**src/rtl/serial_add_pkg.sv**
```systemverilog
// Shared types and sizing helpers for the bit-serial adder controller.
package serial_add_pkg;

    typedef enum logic [1:0] {
        IDLE = 2'd0,
        RUN  = 2'd1,
        DONE = 2'd2
    } state_e;

    localparam int WIDTH_MIN = 2;
    localparam int WIDTH_MAX = 32;

    // Bit-counter width for a given operand width, clamped to the legal range.
    function automatic int cnt_width_f(input int w);
        int wc;
        wc = w;
        if (wc < WIDTH_MIN) begin
            wc = WIDTH_MIN;
        end else if (wc > WIDTH_MAX) begin
            wc = WIDTH_MAX;
        end else begin
            wc = w;
        end
        return $clog2(wc);
    endfunction

endpackage

```
**src/rtl/fa_cell.sv**
```systemverilog
// One-bit combinational full adder; the only arithmetic element of the serial adder.
module fa_cell (
    input  logic x,
    input  logic y,
    input  logic ci,
    output logic s,
    output logic co
);

    assign s  = x ^ y ^ ci;
    assign co = (x & y) | (ci & (x ^ y));

endmodule

```
**src/rtl/serial_add_ctrl.sv**
```systemverilog
// Bit-serial adder controller: one full-adder cell walked LSB-first over WIDTH bits.
// Optional signed-overflow output is built when SERIAL_ADD_OVF_EN is defined.
module serial_add_ctrl
    import serial_add_pkg::*;
#(
    parameter int WIDTH = 8
) (
    input  logic             clk,
    input  logic             rst_n,
    input  logic             start,
    input  logic [WIDTH-1:0] a,
    input  logic [WIDTH-1:0] b,
    input  logic             c_in,
    output logic             busy,
    output logic             done,
    output logic [WIDTH-1:0] sum,
    output logic             carry
`ifdef SERIAL_ADD_OVF_EN
    ,
    output logic             ovf
`endif
);

    localparam int CNT_W = cnt_width_f(WIDTH);
    localparam logic [CNT_W-1:0] CNT_LAST = CNT_W'(WIDTH - 1);
    localparam logic [CNT_W-1:0] CNT_ONE  = CNT_W'(1);

    state_e             state_r;
    logic [WIDTH-1:0]   a_sh_r;
    logic [WIDTH-1:0]   b_sh_r;
    logic [WIDTH-1:0]   sum_sh_r;
    logic               carry_r;
    logic [CNT_W-1:0]   cnt_r;
    logic               cell_s_s;
    logic               cell_co_s;
`ifdef SERIAL_ADD_OVF_EN
    logic               ovf_cin_r;
`endif

    fa_cell u_fa_cell (
        .x  (a_sh_r[0]),
        .y  (b_sh_r[0]),
        .ci (carry_r),
        .s  (cell_s_s),
        .co (cell_co_s)
    );

    // Sequencer: load on start, one bit per RUN cycle, publish result in DONE.
    always_ff @(posedge clk or negedge rst_n) begin
        if (!rst_n) begin
            state_r  <= IDLE;
            a_sh_r   <= {WIDTH{1'b0}};
            b_sh_r   <= {WIDTH{1'b0}};
            sum_sh_r <= {WIDTH{1'b0}};
            carry_r  <= 1'b0;
            cnt_r    <= {CNT_W{1'b0}};
            busy     <= 1'b0;
            done     <= 1'b0;
            sum      <= {WIDTH{1'b0}};
            carry    <= 1'b0;
`ifdef SERIAL_ADD_OVF_EN
            ovf_cin_r <= 1'b0;
            ovf       <= 1'b0;
`endif
        end else begin
            case (state_r)
                IDLE: begin
                    done <= 1'b0;
                    if (start) begin
                        a_sh_r  <= a;
                        b_sh_r  <= b;
                        carry_r <= c_in;
                        cnt_r   <= {CNT_W{1'b0}};
                        busy    <= 1'b1;
                        state_r <= RUN;
                    end else begin
                        state_r <= IDLE;
                    end
                end
                RUN: begin
                    done     <= 1'b0;
                    sum_sh_r <= {cell_s_s, sum_sh_r[WIDTH-1:1]};
                    a_sh_r   <= {1'b0, a_sh_r[WIDTH-1:1]};
                    b_sh_r   <= {1'b0, b_sh_r[WIDTH-1:1]};
                    carry_r  <= cell_co_s;
                    cnt_r    <= cnt_r + CNT_ONE;
                    if (cnt_r == CNT_LAST) begin
`ifdef SERIAL_ADD_OVF_EN
                        // Carry flop here is the carry into the MSB column.
                        ovf_cin_r <= carry_r;
`endif
                        state_r <= DONE;
                    end else begin
                        state_r <= RUN;
                    end
                end
                DONE: begin
                    sum     <= sum_sh_r;
                    carry   <= carry_r;
`ifdef SERIAL_ADD_OVF_EN
                    ovf     <= ovf_cin_r ^ carry_r;
`endif
                    done    <= 1'b1;
                    busy    <= 1'b0;
                    state_r <= IDLE;
                end
                default: begin
                    busy    <= 1'b0;
                    done    <= 1'b0;
                    state_r <= IDLE;
                end
            endcase
        end
    end

endmodule

```
**config.mk**
```make
export PLATFORM = sky130hd
export DESIGN_NAME = serial_add_ctrl
export DESIGN_NICKNAME = d
export VERILOG_FILES = /design/src/rtl/serial_add_pkg.sv /design/src/rtl/fa_cell.sv /design/src/rtl/serial_add_ctrl.sv
export SDC_FILE = /design/constraint.sdc
export NUM_CORES = 1
export LEC_CHECK = 0
export CAP_MARGIN = 25
export CORE_MARGIN = 1
export CORE_UTILIZATION = 35
export CTS_BUF_LIST = sky130_fd_sc_hd__clkbuf_4 sky130_fd_sc_hd__clkbuf_8
export DETAILED_ROUTE_END_ITERATION = 12
export REMOVE_ABC_BUFFERS = 1
export SETUP_SLACK_MARGIN = 0.5
export SKIP_LAST_GASP = 1
export SLEW_MARGIN = 10
export SYNTH_ARGS = -nofsm -noshare
export SYNTH_HDL_FRONTEND = slang
export SYNTH_HIERARCHICAL = 1
export SYNTH_SLANG_ARGS = --single-unit
```
**constraint.sdc**
```tcl
create_clock -name clk -period 2.1 [get_ports clk]
set_clock_uncertainty 0.1 [all_clocks]
set_input_delay 0.315 -clock clk [delete_from_list [all_inputs] [get_ports clk]]
set_output_delay 0.315 -clock clk [all_outputs]
set_load 0.02 [all_outputs]
```
==> summary.txt, run 1 <==
Clock tree
  • Clk slew on worst S/H paths: roughly 80 ps
  • H-tree levels: 2
  • Deepest clock path buffer count: 2
  • Clock Tree Root: clkbuf_8
  • Clock Latency Late Sink: 290 ps
  • CTS tree: done
  • CTS buffer count: 5
  • Clock sink count: 41

Layout
  • Area of the multi-input gates: about 720 sq um
  • Antenna fix cells: 0
  • Fill count: 476
  • FF/Latch Area: 1030 sq um
  • Layout net count: 198
  • Area growth from synthesis to layout: 29.0%
  • Non-filler cells in the finished layout: 246
  • Layout cells sized above 1: 0.273
  • Post-Route Utilization: 0.466

Route
  • Drt wl/cell: 14.1 um
  • Final wirelength: between 3 and 4 mm
  • DR pass1 iterations: 4
  • Drt initial violations: 34
  • Final ANT Viol Nets: 0
  • Vias post-DR: 1233
  • Residual DRC: 0
  • Via/cell ratio: about 5.0

Worst setup path
  • WS Path Type: reg2reg
  • Arr. time, crit path: 1590 ps
  • R2r worst-path depth: 3
  • Critical Path Sink: a_sh_r[6]$_DFFE_PN0P_
  • Crit path depth: 3
  • Buf+Inv Stages, Crit Path: 1
  • Crit path cell chain: buf_6, or4b_1, o221a_2
  • Worst setup EP type: flip-flop
  • Nature of the critical path startpoint: flip-flop
  • Critical path startpoint: state_r[1]$_DFF_PN0_
  • Slowest CP cell: or4b_1
  • Max Fanout on Critical Path: 14
  • CP delay by family, top: simple AND/OR/NAND/NOR gates
  • Crit Reg-Reg Startpoint: state_r[1]$_DFF_PN0_
  • Reg-to-reg endpoint: a_sh_r[6]$_DFFE_PN0P_
  • Worst EP required: 2180 ps
  • R2R setup slack: between 500 and 600 ps
  • CP peak stage delay: approximately 520 ps

Placed design
  • Number of I/O port buffers: 30
  • Routability congestion estimate: about 0.7
  • Pre-CTS WS: 162 ps
  • Post-DP HPWL: about 2.4 mm
  • Placed Cells: roughly 230

STA
  • Fmax: 0.663 GHz
  • Tmin final: 1510 ps
  • Final setup viols: 0
  • RSZ-0062 raised after global routing: false
  • Final worst slack: ~600 ps
  • Worst-margin pin slew: 494 ps
  • Final period utilization: 0.719
  • Slew HR: 0.671
  • Max Slew Vio Count: 0
  • Setup TNS: 0 ps
  • Final Hold Fails: 0

Yosys
  • Ys Warns: 6
  • Yosys reg bits: 41
  • Synth Cell Area: around 1800 sq um
  • Post-synth ARST share: 1.00
  • Unique cell type count in the Yosys netlist: 25
  • Seq/Total Area, Yosys: 0.556
  • Syn Inst Count: 139
  • Most used DFF post-synth: dfrtp_1
  • Synth Area per Inst: about 13 sq um
  • Post-synth EDFFs: 0

Global routing
  • Met3 Track Usage GR: 0.0442
  • Met2 usage: 0.227
  • GRT Max-Usage Layer: met2
  • Met1 Use GR: 0.182
  • Number of global-route vias before repair: 1250
  • Initial antenna violation count: 0
  • Largest net degree at the start of global routing: 22
  • GRT Residual Overflow: 0
  • First-pass GRT wire length: 5.83 mm
  • GRT Total Usage: 0.140

Power
  • Maximum vdd drop: 469 uV
  • Switching Fraction: 0.321
  • PD cells: 1380 nW/um^2
  • Leak Pwr: 1.05 nW
  • P_sw: 1.05 mW
  • Total power: ~3.3 mW
  • Clock power share: 0.200
  • Reg power frac: 0.433
  • Internal power: 2.23 mW
  • Combinational fraction of design power: 0.367

Job
  • Max-Cap Viols: 0

Floorplan
  • DIE HEIGHT: approximately 75 um
  • Die span in x: between 70 and 80 um
  • FP Rows: 26
  • Total I/O pin count: 31
  • Die area: roughly 5600 sq um
  • Initial Util: 0.362
  • Core box area: around 5100 sq um

Hold path
  • WHS Path Cells: 1
  • Hold Path Class: reg2reg

Status
  • Outcome: finished clean
==> logic make-up after synthesis <==
kind of cell	share of synthesized area
adders and majority gates	0.0244
AOI/OAI and AO/OA	0.108
and+or+nand+nor	0.145
muxes	0.109
DFF	0.556
buffers and inverters	0.0576
==> routing by layer <==
layer | share of wire | wire [um]
met5 | 0 | 0
met4 | 0.0092 | 32
met3 | 0.059 | 205
met2 | 0.46 | 1600
met1 | 0.47 | 1630
==> layout by cell type, fill, tap and decap left out, drive strengths merged <==
cell,instances
a22o,2
or4b,7
mux2,17
and2,1
o221a,7
mux2i,1
o21bai,1
fa,1
ha,2
buf,11
nor4b,8
a211oi,8
a21o,1
o21ba,1
nor3b,9
dfrtp,41
inv,10
clkdlybuf4s50,17
dlygate4sd3,1
nand2b,4
bufinv,1
nor4bb,2
clkbuf,7
nor2b,1
dlygate4sd2,11
a211o,1
a21oi,2
dlymetal6s2s,1
==> stage by stage <==
| step | cell area [sq um] | hold WS, ps |
|---|---|---|
| floorplan | 1780 | -80.6 |
| global route | 2380 | 412 |
| detailed placement | 2230 | 209 |
| CTS | 2350 | 401 |
| finish | 2380 | 399 |
| global placement | 2230 | 199 |
==> cells in the mapped netlist, types with 3 or more instances <==
cell type  count  area, sq um
clkbuf_1       3         11.3
buf_2          7         35.0
mux2_2        15          169
a211oi_1       8         60.1
o221a_2        7         78.8
nor4b_1        8         70.1
nand2b_1       4         25.0
nor3b_1        9         67.6
or4b_1         7         70.1
inv_1         10         37.5
dfrtp_1       41         1030
==> repair_timing <==
item / in CTS / in global routing
setup endpoints to repair: 46 / 8
hold buffers: 1 / 0
setup buffers: 0 / 3
resized for setup: 16 / 2
endpoints found under the hold margin: 20 / 0
==> flip-flops by register name, indices dropped and copies added (netlist names) <==
name	cells
a_sh_r	8
b_sh_r	8
busy	1
carry	1
carry_r	1
cnt_r	3
done	1
state_r	2
sum	8
sum_sh_r	8
==> final cells by class <==
cell class | count | area share
sequential | 41 | 0.432
multi-input combinational | 76 | 0.304
tap | 70 | 0.0368
inverter | 10 | 0.0158
timing repair buffer | 41 | 0.162
clock inverter | 1 | 0.0126
clock buffer | 7 | 0.0378
==> power by group through the flow <==
stage	clock network [mW]	registers (mW)	logic (mW)
floorplan	0	1.51	0.691
global placement	0	1.42	1.22
detailed placement	0	1.44	1.26
CTS	0.673	1.43	1.20
global route	0.701	1.47	1.33
finish	0.657	1.42	1.20
==> worst min-delay path by stage <==
stage / start / end / slack (ps)
after floorplan: rst_n / a_sh_r[0]$_DFFE_PN0P_ / -80
final: cnt_r[0]$_DFFE_PN0P_ / cnt_r[0]$_DFFE_PN0P_ / 400
after global placement: rst_n / sum[4]$_DFFE_PN0P_ / 200
after global routing: sum[2]$_DFFE_PN0P_ / sum[2]$_DFFE_PN0P_ / 410
after CTS: b_sh_r[7]$_DFFE_PN0P_ / b_sh_r[7]$_DFFE_PN0P_ / 400
after detailed placement: rst_n / sum_sh_r[4]$_DFFE_PN0N_ / 210
(Power assumes the default switching activity.)
==> run 2, diff against run 1 <==
==> constraint.sdc (replaced) <==
create_clock -name clk -period 1.5 [get_ports clk]
set_clock_uncertainty 0.1 [all_clocks]
set_input_delay 0.225 -clock clk [delete_from_list [all_inputs] [get_ports clk]]
set_output_delay 0.225 -clock clk [all_outputs]
set_load 0.02 [all_outputs]
==> summary.txt, run 2 (synthesis gave the netlist of run 1 again) <==
STA
  • RSZ-0062 raised after global routing: true
  • Final Hold Fails: 0 (unchanged)
  • Slew HR: 0.773 (+0.102)
  • Final period utilization: 0.964 (+0.245)
  • Final setup viols: 0 (unchanged)
  • Tmin final: 1450 ps (-63.4 ps)
  • Final worst slack: 54.5 ps (-537 ps)
  • Max Slew Vio Count: 0 (unchanged)
  • Hold_ws: 340 ps (-58.5 ps)
  • Fmax: 0.692 GHz (+4.4%)
  • Setup TNS: 0 ps (unchanged)
  • Worst-margin pin slew: 336 ps (-158 ps)

Layout
  • Area growth from synthesis to layout: 48.6%
  • Non-filler cells in the finished layout: 256 (+4.1%)
  • Post-Route Utilization: 0.537 (+0.0710)
  • Fill count: 440 (-7.6%)
  • Most frequent cells in the layout: dfrtp_1, clkdlybuf4s50_1, buf_6, mux2_2, inv_1
  • Final instance area: 2750 sq um (+15%)
  • Most common cell after layout, fill and taps aside: dfrtp_1
  • Layout net count: 208 (+5.1%)
  • Layout cells sized above 1: 0.462 (+0.190)
  • Antenna fix cells: 0 (unchanged)

Worst setup path
  • CP peak stage delay: 520 ps (about the same)
  • Arr. time, crit path: 1530 ps (-60 ps)
  • Worst setup EP type: flip-flop
  • WS Path Type: reg2reg
  • Nature of the critical path startpoint: flip-flop
  • Crit path cell chain: buf_12, or4b_4, o221a_2
  • Slowest CP cell: or4b_4
  • Worst EP required: 1580 ps (-600 ps)
  • R2R setup slack: 50 ps (-540 ps)
  • Max Fanout on Critical Path: 9 (-5)

Clock tree
  • CTS tree: done
  • Clock Latency Late Sink: 290 ps (about the same)
  • Clock Tree Root: clkbuf_8
  • H-tree levels: 2 (unchanged)
  • Deepest clock path buffer count: 2 (unchanged)
  • CTS buffer count: 5 (unchanged)
  • Clock sink count: 41 (unchanged)
  • Clk slew on worst S/H paths: 80 ps (about the same)

Placed design
  • Placed instance area: 2270 sq um (+1.8%)
  • Placed Cells: 236 (+0.85%)
  • Number of I/O port buffers: 30 (unchanged)
  • Pre-CTS WS: -252 ps (-413 ps)
  • Routability congestion estimate: 0.703 (+0.37%)
  • Post-DP HPWL: 2.27 mm (-5.7%)

Floorplan
  • FP Rows: 26 (unchanged)
  • Core box area: 5110 sq um (unchanged)
  • Die area: 5570 sq um (unchanged)
  • DIE HEIGHT: 74.6 um (unchanged)
  • Die span in x: 74.6 um (unchanged)
  • Initial Util: 0.362 (unchanged)
  • Total I/O pin count: 31 (unchanged)

Power
  • PD cells: 2020 nW/um^2 (+47%)
  • Leak Pwr: 1.20 nW (+14%)
  • Total power: 5.54 mW (+69%)
  • Maximum vdd drop: 790 uV (+68%)

Route
  • Via/cell ratio: 5.07 (+1.2%)
  • Final wirelength: 3.88 mm (+12%)
  • DR pass1 iterations: 4 (unchanged)
  • Vias post-DR: 1299 (+5.4%)
  • Drt initial violations: 50 (+47%)
  • Drt wl/cell: 15.2 um (+7.4%)
  • Residual DRC: 0 (unchanged)
  • Final ANT Viol Nets: 0 (unchanged)

Global routing
  • Initial antenna violation count: 0 (unchanged)
  • Number of global-route vias before repair: 1192 (-4.6%)
  • Largest net degree at the start of global routing: 42 (+91%)
  • First-pass GRT wire length: 5.75 mm (-1.3%)
  • GRT Total Usage: 0.139 (-0.00131)
  • GRT Residual Overflow: 0 (unchanged)

Status
  • Outcome: finished clean

Hold path
  • Hold Path Class: in2async

Job
  • Max-Cap Viols: 0 (unchanged)
[run 2: per-layer routing]
| metal | track usage | vias up | wire length [um] |
|---|---|---|---|
| met2 | 0.222 | 33 | 1890 |
| met4 | 0.0314 | 0 | 27 |
| met5 | 0 | - | 0 |
| met3 | 0.0402 | 5 | 145 |
| li1 | - | 606 | - |
| met1 | 0.187 | 655 | 1820 |
[run 2: report_power, final]
part	leakage, nW	total, mW	internal, mW	switching (mW)
registers	0.478	1.98	1.63	0.348
clock network	0.0681	1.04	0.661	0.375
logic	0.650	2.52	1.50	1.03
[run 2: timing repair]
item                                   in CTS  in global routing
gates cloned                                1                  1
setup endpoints to repair                  52                 52
resized for setup                          75                 35
hold buffers                                1                  0
pin swaps                                   2                  6
setup buffers                               5                  4
endpoints found under the hold margin      41                  0
[run 2: layout make-up]
class / count / area (sq um) / area share
clock buffers: 5 / 68.8 / 0.0251
clock inverters: 3 / 65.1 / 0.0237
inverters: 10 / 37.5 / 0.0137
multi-input cells: 76 / 891 / 0.325
flip-flops and latches: 41 / 1030 / 0.375
well taps: 70 / 87.6 / 0.0319
repair buffers: 51 / 567 / 0.206
[run 2: worst max-delay path: cells and delay by family (launching register included)]
family,cells,cell delay [ps]
and+or+nand+nor,1,520
buffers and inverters,1,150
AOI/OAI and AO/OA,1,130
DFF,1,430
[run 2: path summary, 6_finish.rpt]
kind                                             from                     to  cells past startpoint
worst max-delay path             state_r[1]$_DFF_PN0_  a_sh_r[6]$_DFFE_PN0P_                      3
worst min-delay path                            rst_n     sum[4]$_DFFE_PN0P_                      3
worst max register to register   state_r[1]$_DFF_PN0_  a_sh_r[6]$_DFFE_PN0P_                      3
worst min register to register  b_sh_r[7]$_DFFE_PN0P_  b_sh_r[7]$_DFFE_PN0P_                      1
max in group asynchronous                       rst_n   state_r[0]$_DFF_PN0_                      3
min in group clk                b_sh_r[7]$_DFFE_PN0P_  b_sh_r[7]$_DFFE_PN0P_                      1
==> run 3, diff against run 2 <==
--- a/config.mk
+++ b/config.mk
@@ -10,6 +10,7 @@
 export CORE_UTILIZATION = 35
 export CTS_BUF_LIST = sky130_fd_sc_hd__clkbuf_4 sky130_fd_sc_hd__clkbuf_8
 export DETAILED_ROUTE_END_ITERATION = 12
+export PLACE_DENSITY = 0.64
 export REMOVE_ABC_BUFFERS = 1
 export SETUP_SLACK_MARGIN = 0.5
 export SKIP_LAST_GASP = 1
==> summary.txt, run 3 (synthesis gave the netlist of run 1 again) <==
Clock tree
  • Deepest clock path buffer count: 2 (unchanged)
  • Clk slew on worst S/H paths: 80 ps (about the same)
  • Clock sink count: 41 (unchanged)
  • Clock Tree Root: clkbuf_8
  • Clock Latency Late Sink: 290 ps (about the same)
  • CTS tree: done
  • H-tree levels: 2 (unchanged)
  • CTS buffer count: 5 (unchanged)

Worst setup path
  • CP delay by family, top: flip-flops
  • R2r worst-path depth: 3 (unchanged)
  • Critical Path Sink: a_sh_r[3]$_DFFE_PN0P_
  • WS Path Type: reg2reg
  • Crit Reg-Reg Startpoint: state_r[0]$_DFF_PN0_
  • Crit path depth: 3 (unchanged)
  • Buf+Inv Stages, Crit Path: 1 (unchanged)
  • Slowest CP cell: dfrtp_2
  • Critical path startpoint: state_r[0]$_DFF_PN0_
  • Worst EP required: 1590 ps (about the same)
  • CP peak stage delay: 470 ps (-50 ps)
  • R2R setup slack: 60 ps (about the same)
  • Nature of the critical path startpoint: flip-flop
  • Max Fanout on Critical Path: 6 (-3)
  • Worst setup EP type: flip-flop
  • Arr. time, crit path: 1530 ps (about the same)
  • Crit path cell chain: clkbuf_16, or4b_1, o221a_2
  • Reg-to-reg endpoint: a_sh_r[3]$_DFFE_PN0P_

Placed design
  • Placed Cells: 237 (+0.42%)
  • Placed instance area: 2260 sq um (-0.22%)
  • Routability congestion estimate: 0.734 (+4.4%)
  • Number of I/O port buffers: 30 (unchanged)
  • Post-DP HPWL: 2.34 mm (+3.3%)

Route
  • Final wirelength: 3.92 mm (+1.1%)
  • Drt wl/cell: 15.3 um (+0.69%)
  • DR pass1 iterations: 4 (unchanged)
  • Final ANT Viol Nets: 0 (unchanged)
  • Met1 wire length: 1.65 mm (-9.3%)
  • Wire length on met2: 2.08 mm (+9.8%)
  • DR WL met3: 141 um (-2.8%)
  • Drt initial violations: 70 (+40%)
  • Vias post-DR: 1300 (+0.077%)
  • Top routing layer used: met4
  • Residual DRC: 0 (unchanged)
  • Via/cell ratio: 5.06 (-0.31%)

STA
  • Worst-margin pin slew: 508 ps (+172 ps)
  • Final setup viols: 0 (unchanged)
  • Tmin final: 1440 ps (-5.76 ps)
  • Fmax: 0.695 GHz (+0.40%)
  • Final period utilization: 0.960 (-0.00384)
  • RSZ-0062 raised after global routing: true
  • Final Hold Fails: 41 (+41)
  • Slew HR: 0.661 (-0.112)
  • Setup TNS: 0 ps (unchanged)
  • Hold_ws: -111 ps (-452 ps)
  • Max Slew Vio Count: 0 (unchanged)

Power
  • Maximum vdd drop: 876 uV (+11%)
  • PD cells: 2010 nW/um^2 (-0.38%)
  • Leak Pwr: 1.19 nW (-0.33%)

Hold path
  • Hold Path Class: in2async

Global routing
  • GRT Total Usage: 0.144 (+0.00499)
  • Number of global-route vias before repair: 1296 (+8.7%)
  • Initial antenna violation count: 0 (unchanged)
  • Largest net degree at the start of global routing: 42 (unchanged)
  • GRT Residual Overflow: 0 (unchanged)
  • First-pass GRT wire length: 5.85 mm (+1.7%)

Layout
  • Non-filler cells in the finished layout: 257 (+0.39%)
  • Layout net count: 209 (+0.48%)
  • Area growth from synthesis to layout: 48.3%
  • Layout cells sized above 1: 0.487 (+0.0243)
  • Antenna fix cells: 0 (unchanged)
  • Area of the multi-input gates: 918 sq um (+3.1%)
  • FF/Latch Area: 1030 sq um (unchanged)
  • Fill count: 434 (-1.4%)
  • Final instance area: 2740 sq um (-0.23%)
  • Most common cell after layout, fill and taps aside: dfrtp_1
  • Most frequent cells in the layout: dfrtp_1, clkdlybuf4s50_1, buf_6, buf_4, mux2_2
  • Post-Route Utilization: 0.536 (-0.00123)

Floorplan
  • Die area: 5570 sq um (unchanged)
  • FP Rows: 26 (unchanged)
  • DIE HEIGHT: 74.6 um (unchanged)
  • Core box area: 5110 sq um (unchanged)
  • Die span in x: 74.6 um (unchanged)
  • Initial Util: 0.362 (unchanged)
  • Total I/O pin count: 31 (unchanged)

Status
  • Violated checks: negative hold slack
  • Outcome: finished with violations

Job
  • Max-Cap Viols: 0 (unchanged)
[run 3: worst reg2reg max path, cell delays in order (launching register included)]
cell       delay [ps]
dfrtp_2           470
clkbuf_16         180
or4b_1            460
o221a_2           130
[run 3: cell type report]
class / instances / share of cell area
Clock inverter: 2 / 0.0137
Tap cell: 70 / 0.0320
Timing Repair Buffer: 52 / 0.200
Sequential cell: 41 / 0.376
Clock buffer: 6 / 0.0302
Multi-Input combinational cell: 76 / 0.335
Inverter: 10 / 0.0137
[run 3: report_power, final]
group          internal (mW)  leakage [nW]  switching (mW)
Combinational           1.54         0.657            1.04
Sequential              1.63         0.478           0.373
Clock                  0.541        0.0574           0.383
[run 3: metal layers]
layer	global-route usage	up-vias
met3	0.0402	7
met2	0.244	35
met1	0.168	652
met5	0	-
met4	0.0692	0
li1	-	606
[run 3: how the worst min path moves through the flow]
stage / end / cells after the start / startpoint
2_1_floorplan: a_sh_r[0]$_DFFE_PN0P_ / 0 / rst_n
3_5_place_dp: sum[6]$_DFFE_PN0P_ / 2 / rst_n
5_1_grt: sum_sh_r[3]$_DFFE_PN0N_ / 2 / rst_n
3_3_place_gp: sum[5]$_DFFE_PN0P_ / 2 / rst_n
4_1_cts: sum[7]$_DFFE_PN0P_ / 2 / rst_n
6_report: sum[5]$_DFFE_PN0P_ / 2 / rst_n
[run 3: through the flow]
stage | power [mW] | worst slack [ps] | hold WS [ps]
3_3_place_gp | 3.79 | -200 | 212
4_1_cts | 5.01 | 71.4 | -97.7
5_1_grt | 5.86 | 38.9 | -74.2
6_report | 5.51 | 60.3 | -111
2_1_floorplan | 3.08 | -261 | -171
3_5_place_dp | 3.89 | -238 | 226
[run 3: timing repair]
action	4_1_cts	5_1_grt
gates cloned	1	1
resized for setup	70	44
endpoints found under the setup margin	52	52
pin swaps	0	11
buffers inserted	6	4
endpoints found under the hold margin	41	41
